**config.mk**
```make
export PLATFORM = sky130hd
export DESIGN_NAME = hsv_cfg_sched
export DESIGN_NICKNAME = d
export VERILOG_FILES = /design/src/rtl/hsv_pkg.sv /design/src/rtl/hsv_vld_pipe.sv /design/src/rtl/hsv_cfg_sched.sv
export SDC_FILE = /design/constraint.sdc
export NUM_CORES = 1
export LEC_CHECK = 0
export ABC_AREA = 1
export CAP_MARGIN = 15
export CORE_ASPECT_RATIO = 2
export CORE_MARGIN = 5
export CORE_UTILIZATION = 30
export CTS_CLUSTER_SIZE = 10
export DETAILED_ROUTE_END_ITERATION = 16
export GPL_TIMING_DRIVEN = 0
export PLACE_DENSITY_LB_ADDON = 0.3
export SLEW_MARGIN = 20
export SYNTH_ARGS = -nofsm -noshare
export SYNTH_HDL_FRONTEND = slang
export SYNTH_SLANG_ARGS = --single-unit
```
**constraint.sdc**
```tcl
create_clock -name CLK -period 2.45 [get_ports CLK]
set_input_delay 0.6125 -clock CLK [delete_from_list [all_inputs] [get_ports CLK]]
set_output_delay 0.6125 -clock CLK [all_outputs]
set_load 0.005 [all_outputs]
```
**src/rtl/hsv_pkg.sv**
```systemverilog
// Shared widths and state type for the hsv_adjust configuration scheduler.
package hsv_pkg;

  localparam int CFG_W = 64;
  localparam int PIX_W = 10;
  localparam int H_W   = 25;
  localparam int SV_W  = 18;

  typedef enum logic [1:0] {
    IDLE,
    WAIT_SOF,
    DRAIN,
    APPLY
  } hsv_sched_st_t;

endpackage

```
**src/rtl/hsv_vld_pipe.sv**
```systemverilog
// Valid/SOF delay line with the same depth as hsv_adjust, so the flags leave
// together with the pixel they describe; empty means no beat is in flight.
module hsv_vld_pipe #(
  parameter int LAT = 8
) (
  input  logic CLK,
  input  logic RST,
  input  logic in_valid,
  input  logic in_sof,
  output logic out_valid,
  output logic out_sof,
  output logic empty
);

  logic [LAT-1:0] vld_sr_q, vld_sr_d;
  logic [LAT-1:0] sof_sr_q, sof_sr_d;

  always_comb begin
    vld_sr_d    = vld_sr_q;
    sof_sr_d    = sof_sr_q;
    vld_sr_d[0] = in_valid;
    sof_sr_d[0] = in_valid & in_sof;
    for (int i = 1; i < LAT; i++) begin
      vld_sr_d[i] = vld_sr_q[i-1];
      sof_sr_d[i] = sof_sr_q[i-1];
    end
  end

  always_ff @(posedge CLK) begin
    if (RST) begin
      vld_sr_q <= '0;
      sof_sr_q <= '0;
    end else begin
      vld_sr_q <= vld_sr_d;
      sof_sr_q <= sof_sr_d;
    end
  end

  assign out_valid = vld_sr_q[LAT-1];
  assign out_sof   = sof_sr_q[LAT-1];
  assign empty     = (vld_sr_q == '0);

endmodule

```
**src/rtl/hsv_cfg_sched.sv**
```systemverilog
// Applies host HSV words to hsv_adjust only at a safe point (next SOF, or at once
// with cfg_now) after stalling and draining the pixel pipe. HSV_CFG_CNT_EN adds cfg_count.
module hsv_cfg_sched
  import hsv_pkg::*;
#(
  parameter int LAT   = 8,
  parameter int CFG_W = hsv_pkg::CFG_W
) (
  input  logic             CLK,
  input  logic             RST,
  input  logic [CFG_W-1:0] cfg_data,
  input  logic             cfg_now,
  input  logic             cfg_valid,
  output logic             cfg_ready,
  input  logic             pix_valid,
  input  logic             pix_sof,
  output logic             pix_ready,
  output logic [CFG_W-1:0] HSV,
  output logic             out_valid,
  output logic             out_sof,
`ifdef HSV_CFG_CNT_EN
  output logic [7:0]       cfg_count,
`endif
  output logic             cfg_applied
);

  hsv_sched_st_t    state_q, state_d;
  logic [CFG_W-1:0] pend_q, pend_d;
  logic [CFG_W-1:0] hsv_q, hsv_d;
  logic             applied_q, applied_d;
  logic             pipe_empty;
  logic             pix_acc;

  assign pix_acc = pix_valid & pix_ready;

  always_comb begin
    state_d   = state_q;
    pend_d    = pend_q;
    hsv_d     = hsv_q;
    applied_d = 1'b0;
    cfg_ready = 1'b0;
    pix_ready = 1'b0;
    unique case (state_q)
      IDLE: begin
        cfg_ready = 1'b1;
        pix_ready = 1'b1;
        if (cfg_valid) begin
          pend_d  = cfg_data;
          state_d = cfg_now ? DRAIN : WAIT_SOF;
        end
      end
      WAIT_SOF: begin
        // The SOF beat is held back so the new frame starts on the new word.
        pix_ready = !(pix_valid && pix_sof);
        if (pix_valid && pix_sof) state_d = DRAIN;
      end
      DRAIN: begin
        if (pipe_empty) state_d = APPLY;
      end
      APPLY: begin
        hsv_d     = pend_q;
        applied_d = 1'b1;
        state_d   = IDLE;
      end
      default: state_d = IDLE;
    endcase
  end

  always_ff @(posedge CLK) begin
    if (RST) begin
      state_q   <= IDLE;
      pend_q    <= '0;
      hsv_q     <= '0;
      applied_q <= 1'b0;
    end else begin
      state_q   <= state_d;
      pend_q    <= pend_d;
      hsv_q     <= hsv_d;
      applied_q <= applied_d;
    end
  end

  hsv_vld_pipe #(.LAT(LAT)) u_vld_pipe (
    .CLK      (CLK),
    .RST      (RST),
    .in_valid (pix_acc),
    .in_sof   (pix_sof),
    .out_valid(out_valid),
    .out_sof  (out_sof),
    .empty    (pipe_empty)
  );

  assign HSV         = hsv_q;
  assign cfg_applied = applied_q;

`ifdef HSV_CFG_CNT_EN
  logic [7:0] cnt_q, cnt_d;

  always_comb cnt_d = applied_q ? cnt_q + 8'd1 : cnt_q;

  always_ff @(posedge CLK) begin
    if (RST) cnt_q <= '0;
    else     cnt_q <= cnt_d;
  end

  assign cfg_count = cnt_q;
`endif

endmodule
```
# --- After elaboration in Yosys (flattened, before gate mapping) ---
# Index checks and enable logic that the tools add are counted.
classes:
  eq_ne: 6
  n_reduce_logical: 6
  n_bitwise: 2
  n_mux: 8
ops:
  columns: ["op", "count"]
  rows:
  - ["zero test 8 bit", 1]
  - ["2-to-1 mux 2 bit", 4]
  - ["case mux 2 bit (4 select lines)", 1]
  - ["inequality test 2 bit (second input constant)", 3]
  - ["== test 2 bit (second input constant)", 2]
  - ["AND reduction 3 bit", 1]
  - ["bitwise AND 1 bit", 2]
  - ["== test 2 x 1 -> 1 bit (second input constant)", 1]
  - ["zero test 2 bit", 1]
  - ["2-to-1 mux 1 bit", 2]
  - ["case mux 1 bit (2 select lines)", 1]
  - ["AND reduction 2 bit", 1]
  - ["logical AND 1 bit", 1]
  - ["zero test 1 bit", 1]
totals:
  reg_bits: 147
  input_bits: 70

# --- Logic depth before layout (Yosys ltp) ---
# Gate-level depths: netlist (run 1).
logic_depth:
  word_depth: 5
  ltp_mapped: 8
  depth_no_buf: 8

# --- Modules after synthesis ---
# A second synthesis (run 1) with hierarchy kept.
hier_totals:
  cells_unflattened: 646
  hier_area_um2: 5212.5
by_module_without_submodules:
  columns: ["mod", "cells_per_inst", "seq_area_each_um2", "area_per_inst_um2", "instances"]
  rows:
  - ["hsv_cfg_sched", 589, 2622.5, 4712.0, 1]
  - ["hsv_vld_pipe", 57, 320.3, 500.5, 1]

# --- Worst setup path before layout (run 1) ---
# Ideal clock, no wire load.
synth_path:
  path_kind: "register to output"
  from: "register state_q[0]"
  to: "output port pix_ready"
  n_path_buf: 0
  arrival_time_ps: 811
  path_stages_with_launch: 5
  slack_ps: 1027
  path_cell_list: "dfxtp_1 -> inv_1 -> ha_1 -> inv_1 -> nand2_1"
synth_via:
  elab_chain_cells: 2
  word_cells_on_any_way: 3
  cone_classes: "eq/ne (1); mux (1); reduce/logical (1)"
synth_lines:
  columns: ["element", "line", "rtl"]
  rows:
  - ["start, declared", "hsv_cfg_sched.sv:27", "hsv_sched_st_t state_q, state_d;"]
  - ["start signal, assigned", "hsv_cfg_sched.sv:76", "state_q <= state_d;"]
  - ["== test 2 x 1 -> 1 bit or zero test 2 bit (tied branches)", "hsv_cfg_sched.sv:43", "unique case (state_q)"]
  - ["case mux 1 bit (2 select lines) *", "hsv_cfg_sched.sv:43", null]
  - ["end, declared", "hsv_cfg_sched.sv:17", "output logic pix_ready,"]
# Mark *: on every way between the ends. The rest lies on a longest branch, timed or not.

# --- Worst setup path after layout (run 1) ---
layout_path:
  from: "input port pix_sof"
  to: "output port pix_ready"
layout_via:
  elab_chain_cells: 3
layout_lines:
  columns: ["element", "line", "rtl"]
  rows:
  - ["start, declared", "hsv_cfg_sched.sv:16", "input logic pix_sof,"]
  - ["logical AND 1 bit", "hsv_cfg_sched.sv:54", "pix_ready = !(pix_valid && pix_sof);"]
  - ["zero test 1 bit", "hsv_cfg_sched.sv:54", null]
  - ["case mux 1 bit (2 select lines)", "hsv_cfg_sched.sv:43", null]
# No other way between the ends.

==> results of run 1 <==
==> cell type report <==
class | instances | area, µm² | share of cell area
multi-input combinational | 429 | 1830 | 0.247
clock inverter | 13 | 135 | 0.0182
timing repair buffer | 137 | 1370 | 0.184
clock buffer | 19 | 453 | 0.0609
tap | 210 | 263 | 0.0353
buffer | 43 | 357 | 0.0479
sequential | 147 | 2940 | 0.396
inverter | 21 | 81.3 | 0.0109
==> kinds of logic after synthesis <==
group | after synthesis | share of synthesized area
AOI/OAI and AO/OA | 134 | 0.129
adders and majority gates | 4 | 0.00962
buffers and inverters | 64 | 0.0842
DFF | 147 | 0.566
and+or+nand+nor | 291 | 0.211
==> layer usage <==
layer | part of all wire | up-vias
li1 | - | 2328
met2 | 0.54 | 96
met1 | 0.39 | 1991
met5 | 0 | -
met3 | 0.042 | 22
met4 | 0.034 | 0
==> Yosys cell counts (2+ instances only) <==
| cell | n | area (µm²) |
|---|---|---|
| clkbuf_1 | 5 | 18.8 |
| nor2_1 | 278 | 1040 |
| o21ai_1 | 62 | 310 |
| inv_2 | 2 | 7.51 |
| nand3_1 | 2 | 10.0 |
| buf_4 | 15 | 113 |
| ha_1 | 4 | 50.1 |
| buf_2 | 5 | 25.0 |
| nand2_1 | 10 | 37.5 |
| inv_1 | 18 | 67.6 |
| buf_6 | 16 | 180 |
| dfxtp_1 | 147 | 2940 |
| a21oi_1 | 2 | 10.0 |
| o21ai_0 | 69 | 345 |
==> metrics by stage <==
step / instances / hold WS [ns]
2_1_floorplan: 640 / 0.388
3_3_place_gp: 987 / 0.393
3_5_place_dp: 987 / 0.399
4_1_cts: 1019 / 0.408
5_1_grt: 1019 / 0.418
6_report: 1019 / 0.407
==> how the worst min path moves through the flow <==
stage | start | to | slack, ns
floorplan | u_vld_pipe.sof_sr_q[0] | u_vld_pipe.sof_sr_q[1] | 0.39
global placement | u_vld_pipe.sof_sr_q[4] | u_vld_pipe.sof_sr_q[5] | 0.39
detailed placement | u_vld_pipe.sof_sr_q[1] | u_vld_pipe.sof_sr_q[2] | 0.40
CTS | RST | cfg_applied | 0.41
global route | u_vld_pipe.sof_sr_q[3] | u_vld_pipe.sof_sr_q[4] | 0.42
finish | u_vld_pipe.sof_sr_q[3] | u_vld_pipe.sof_sr_q[4] | 0.41
==> state kept, by name (all words and copies together) (netlist names) <==
signal and flops:
HSV 64, cfg_applied 1, pend_q 64, state_q 2, u_vld_pipe.sof_sr_q 8, u_vld_pipe.vld_sr_q 8
==> report_power, final <==
part	switching (mW)	total (mW)	internal, mW
clock	1.03	2.57	1.55
combinational	0.939	1.90	0.958
sequential	0.253	3.16	2.90
==> tightest hold or removal path, stage by stage (launching register included) <==
cell     delay, ns
dfxtp_1       0.30
inv_1         0.04
nor2_1        0.03
==> repair_timing <==
item	CTS	global route
gates resized for setup	0	2
setup endpoints to repair	0	1
hold buffers	0	0
endpoints found under the hold margin	0	0
==> impl_metrics.yaml, run 1 <==
run_status:
  status: "finished, final reports clean"
setup_path:
  critPathLaunchType: "primary input"
  crit_cells: 5
  cp-endpoint: "pix_ready"
  worst_ep_arrival_time_ns: 1.74
  r2r_slack_ns: 1.03
  worstPathRequired_ns: 1.84
  slowest_stage: "clkdlybuf4s50_1"
  cp-end-kind: "primary output"
  path_common_cell: "nand2_1"
  setup.worst_path.start: "pix_sof"
  crit_type: "primary input to primary output"
  r2r-end: "HSV[14]"
  critPathTopFamily: "buffers and inverters"
  crit_buf_inv: 2
  cp_cell_sequence: "clkdlybuf4s50_1 > nand2_1 > nand2_1 > nand2_1 > clkdlybuf4s50_1"
  cpPeakStageDelay_ns: 0.50
  r2r_start: "state_q[0]"
  reg2reg_depth: 5
  cp_max_fo: 2
layout:
  num-fill-cells: 1765
  mostFrequentLayoutCell: "nor2_1"
  fin_util: 0.433
  mostFrequentLayoutCells: "nor2_1, dfxtp_1, clkdlybuf4s50_1, o21ai_0, o21ai_1"
  syn_to_final_growth_pct: 43.0
  finish.net_count: 870
  drive_gt1_frac: 0.0915
  diodes: 0
  stdcell_area_um2: 7440
floorplan:
  die_x_um: 103
  io_pins: 139
  start_util: 0.303
  fp.dieH_um: 196
  placementRows: 68
  die_area_um2: 20200
  core-area_um2: 17200
power:
  power_density_nw_per_um2: 1030
  p_leak_nw: 3.15
  peakVddDrop_mv: 0.461
  total_power_mw: 7.63
drt:
  drtIter0Drc: 143
  num_vias: 4437
  wl_per_cell_um: 14.0
  first_pass_iters: 4
  drc_errors: 0
  ant_nets: 0
  routed_wl_um: 14200
  viasPerCell: 4.35
placed_design:
  pre_cts_ws_ns: 0.103
  place_area_um2: 6840
  dp_hpwl_um: 10400
  place_congestion: 0.794
  io_buffer_count: 137
global_route:
  gr-usage-met3: 0.0306
  grt_max_degree: 17
  overflow: 0
  gr-usage-met2: 0.263
  grt_use_met1: 0.162
  gr-usage-all-layers: 0.149
  top_usage_layer: "met2"
  grt_pass1_wl_um: 22900
  grt_pass1_vias: 4505
  grt_antenna_before_repair: 0
sta:
  tightest_slew_ns: 0.480
  period_share: 0.960
  slew_headroom: 0.680
  min_period_ns: 2.35
  finalMaxSlewViolations: 0
  fin_ws_ns: 0.0970
  clock_skew_ns: 0.00835
  hold_viol: 0
  max_freq_mhz: 425
  rsz0062_at_grt: "no"
  finalSetupViolCount: 0
  setup_tns_ns: 0
clocking:
  cts_root_buffer: "clkbuf_16"
  cts_tree: "built"
  postCtsSetupBuffers: 0
  clock_path_buffers: 2
  path_clk_slew_ns: 0.06
  clock_latency_ns: 0.42
  cts_sinks: 147
  htree_levels: 4
  cts_buffers: 17
synth:
  syn_inst: 640
  ys_seq_elements: 147
  seq_area_frac_synth: 0.566
  synth_ff_type: "dfxtp_1"
  synth_nets: 714
  postSynthAreaPerCell_um2: 8.13
  yosysWarnings: 0
  synthArstFlopShare: 0
  yosys.cell_types.count: 19
  synth_edf_count: 0
  synthesis.area_um2: 5200
job:
  drv_cap: 0
hold_path:
  hold_depth: 2
  holdCritPathClass: "flop to flop"
Note: power is estimated with default switching activity, not from simulation.
==> run 2, diff against run 1 <==
Settings changed: PLACE_DENSITY set to 0.52, PLACE_DENSITY_LB_ADDON 0.3 to not set, REMOVE_ABC_BUFFERS set to 1.
==> run 2 against run 1 <==
Wire length up 2.2%. Global-route usage grew 0.14 points. Sequential share of layout area grew 1.4 points. Total power is 0.73% lower. Utilization shrank 1.5 points. Clock skew is 0.0029 ns lower. Register-to-register slack worse by 0.33 ns. Critical path depth shrank 1.
==> impl_metrics.yaml, run 2 (synthesized netlist as in run 1, its figures left out) <==
global_route:
  gr-usage-met2: 0.273
  overflow: 0
  top_usage_layer: "met2"
  grt_antenna_before_repair: 0
  gr-usage-met3: 0.0384
  gr-usage-all-layers: 0.150
  grt_pass1_wl_um: 23300
  grt_max_degree: 131
  grt_use_met1: 0.157
  grt_pass1_vias: 4600
sta:
  finalSetupViolCount: 0
  tightest_slew_ns: 0.820
  hold_ws_ns: 0.405
  clock_skew_ns: 0.00544
  hold_viol: 0
  period_share: 0.908
  min_period_ns: 2.22
  max_freq_mhz: 450
  slew_headroom: 0.453
  rsz0062_at_grt: "no"
  finalMaxSlewViolations: 0
setup_path:
  cpPeakStageDelay_ns: 0.77
  cp-end-kind: "flop"
  worst_ep_arrival_time_ns: 2.57
  cp_max_fo: 130
  cp_cell_sequence: "clkdlybuf4s50_1 > inv_6 > o21ai_0 > nor2_1"
  slowest_stage: "clkdlybuf4s50_1"
  crit_type: "primary input to flop"
  critPathLaunchType: "primary input"
  crit_buf_inv: 2
  critPathTopFamily: "buffers and inverters"
  worstPathRequired_ns: 2.80
layout:
  fin_util: 0.418
  syn_to_final_growth_pct: 38.1
  mostFrequentLayoutCells: "nor2_1, dfxtp_1, clkdlybuf4s50_1, o21ai_0, o21ai_1"
  drive_gt1_frac: 0.0559
  diodes: 0
  instances_no_fill: 979
  mostFrequentLayoutCell: "nor2_1"
  finish.net_count: 830
drt:
  num_vias: 4424
  ant_nets: 0
  routed_wl_um: 14600
  first_pass_iters: 4
  viasPerCell: 4.52
  drtIter0Drc: 152
  wl_per_cell_um: 14.9
  drc_errors: 0
floorplan:
  start_util: 0.303
  die_area_um2: 20200
  core-area_um2: 17200
  fp.dieH_um: 196
  die_x_um: 103
  placementRows: 68
  io_pins: 139
placed_design:
  io_buffer_count: 138
  dp_cells: 947
  place_congestion: 0.758
  dp_hpwl_um: 9400
power:
  p_leak_nw: 2.99
  peakVddDrop_mv: 0.528
  power_density_nw_per_um2: 1050
hold_path:
  holdCritPathClass: "flop to flop"
clocking:
  cts_sinks: 147
  cts_tree: "built"
  cts_root_buffer: "clkbuf_16"
  cts_hold_buffers: 0
  clock_path_buffers: 2
  htree_levels: 4
  clock_latency_ns: 0.42
  cts_buffers: 17
  path_clk_slew_ns: 0.06
job:
  drv_cap: 0
run_status:
  status: "finished, final reports clean"
==> run 2: changes by cell type in the layout (fill, tap and decap cells not counted), sizes merged <==
cell | previous run | this run
clkbuf | 25 | 19
clkinvlp | 5 | 2
dlymetal6s2s | 0 | 1
buf | 37 | 2
inv | 21 | 24
==> run 2: area by class of cell <==
| cell class | instances | area, µm² |
|---|---|---|
| fill | 1753 | 10000 |
| clock buffer | 19 | 453 |
| tap | 210 | 263 |
| timing repair buffer | 140 | 1430 |
| inverter | 21 | 88.8 |
| multi-input combinational | 429 | 1850 |
| sequential | 147 | 2950 |
| clock inverter | 13 | 150 |
==> run 2: final timing paths <==
check	start	endpoint	slack (ns)	depth (start not counted)
setup reg to reg	state_q[1]	HSV[11]	0.70	5
setup / recovery	RST	HSV[4]	0.23	4
hold reg to reg	u_vld_pipe.sof_sr_q[2]	u_vld_pipe.sof_sr_q[3]	0.41	2
hold / removal	u_vld_pipe.sof_sr_q[2]	u_vld_pipe.sof_sr_q[3]	0.41	2
==> run 2: power breakdown <==
group          switching [mW]  internal [mW]
logic                   0.938          0.844
registers               0.278           2.91
clock network            1.04           1.57
total                    2.25           5.32
==> run 2: worst register-to-register path, cell delays in order, from the launching register on <==
cell and delay [ns]:
dfxtp_2 0.35, ha_4 0.25, buf_12 0.22, inv_4 0.61, nor2_1 0.13, nor2_1 0.13
==> run 2: layer usage <==
layer,vias to the layer above,routed length [µm],part of all wire
met2,92,8000,0.55
met5,-,0,0
met4,0,378,0.026
met3,19,569,0.039
met1,2052,5610,0.39
li1,2261,-,-
==> run 2: what timing repair did <==
item | 4_1_cts | 5_1_grt
endpoints found under the setup margin | 1 | 1
gates resized for setup | 2 | 4
setup buffers | 0 | 0
==> run 2: per-stage QoR <==
stage	total power, mW	setup WS, ns	TNS (ns)	area, µm²
6_report	7.57	0.226	0	7190
5_1_grt	8.05	0.0196	0	7190
4_1_cts	7.69	0.00106	0	7170
3_5_place_dp	5.04	-0.428	-43.86	6560
3_3_place_gp	4.94	-2.44	-273.26	6490
2_1_floorplan	4.04	-0.375	-23.88	4850
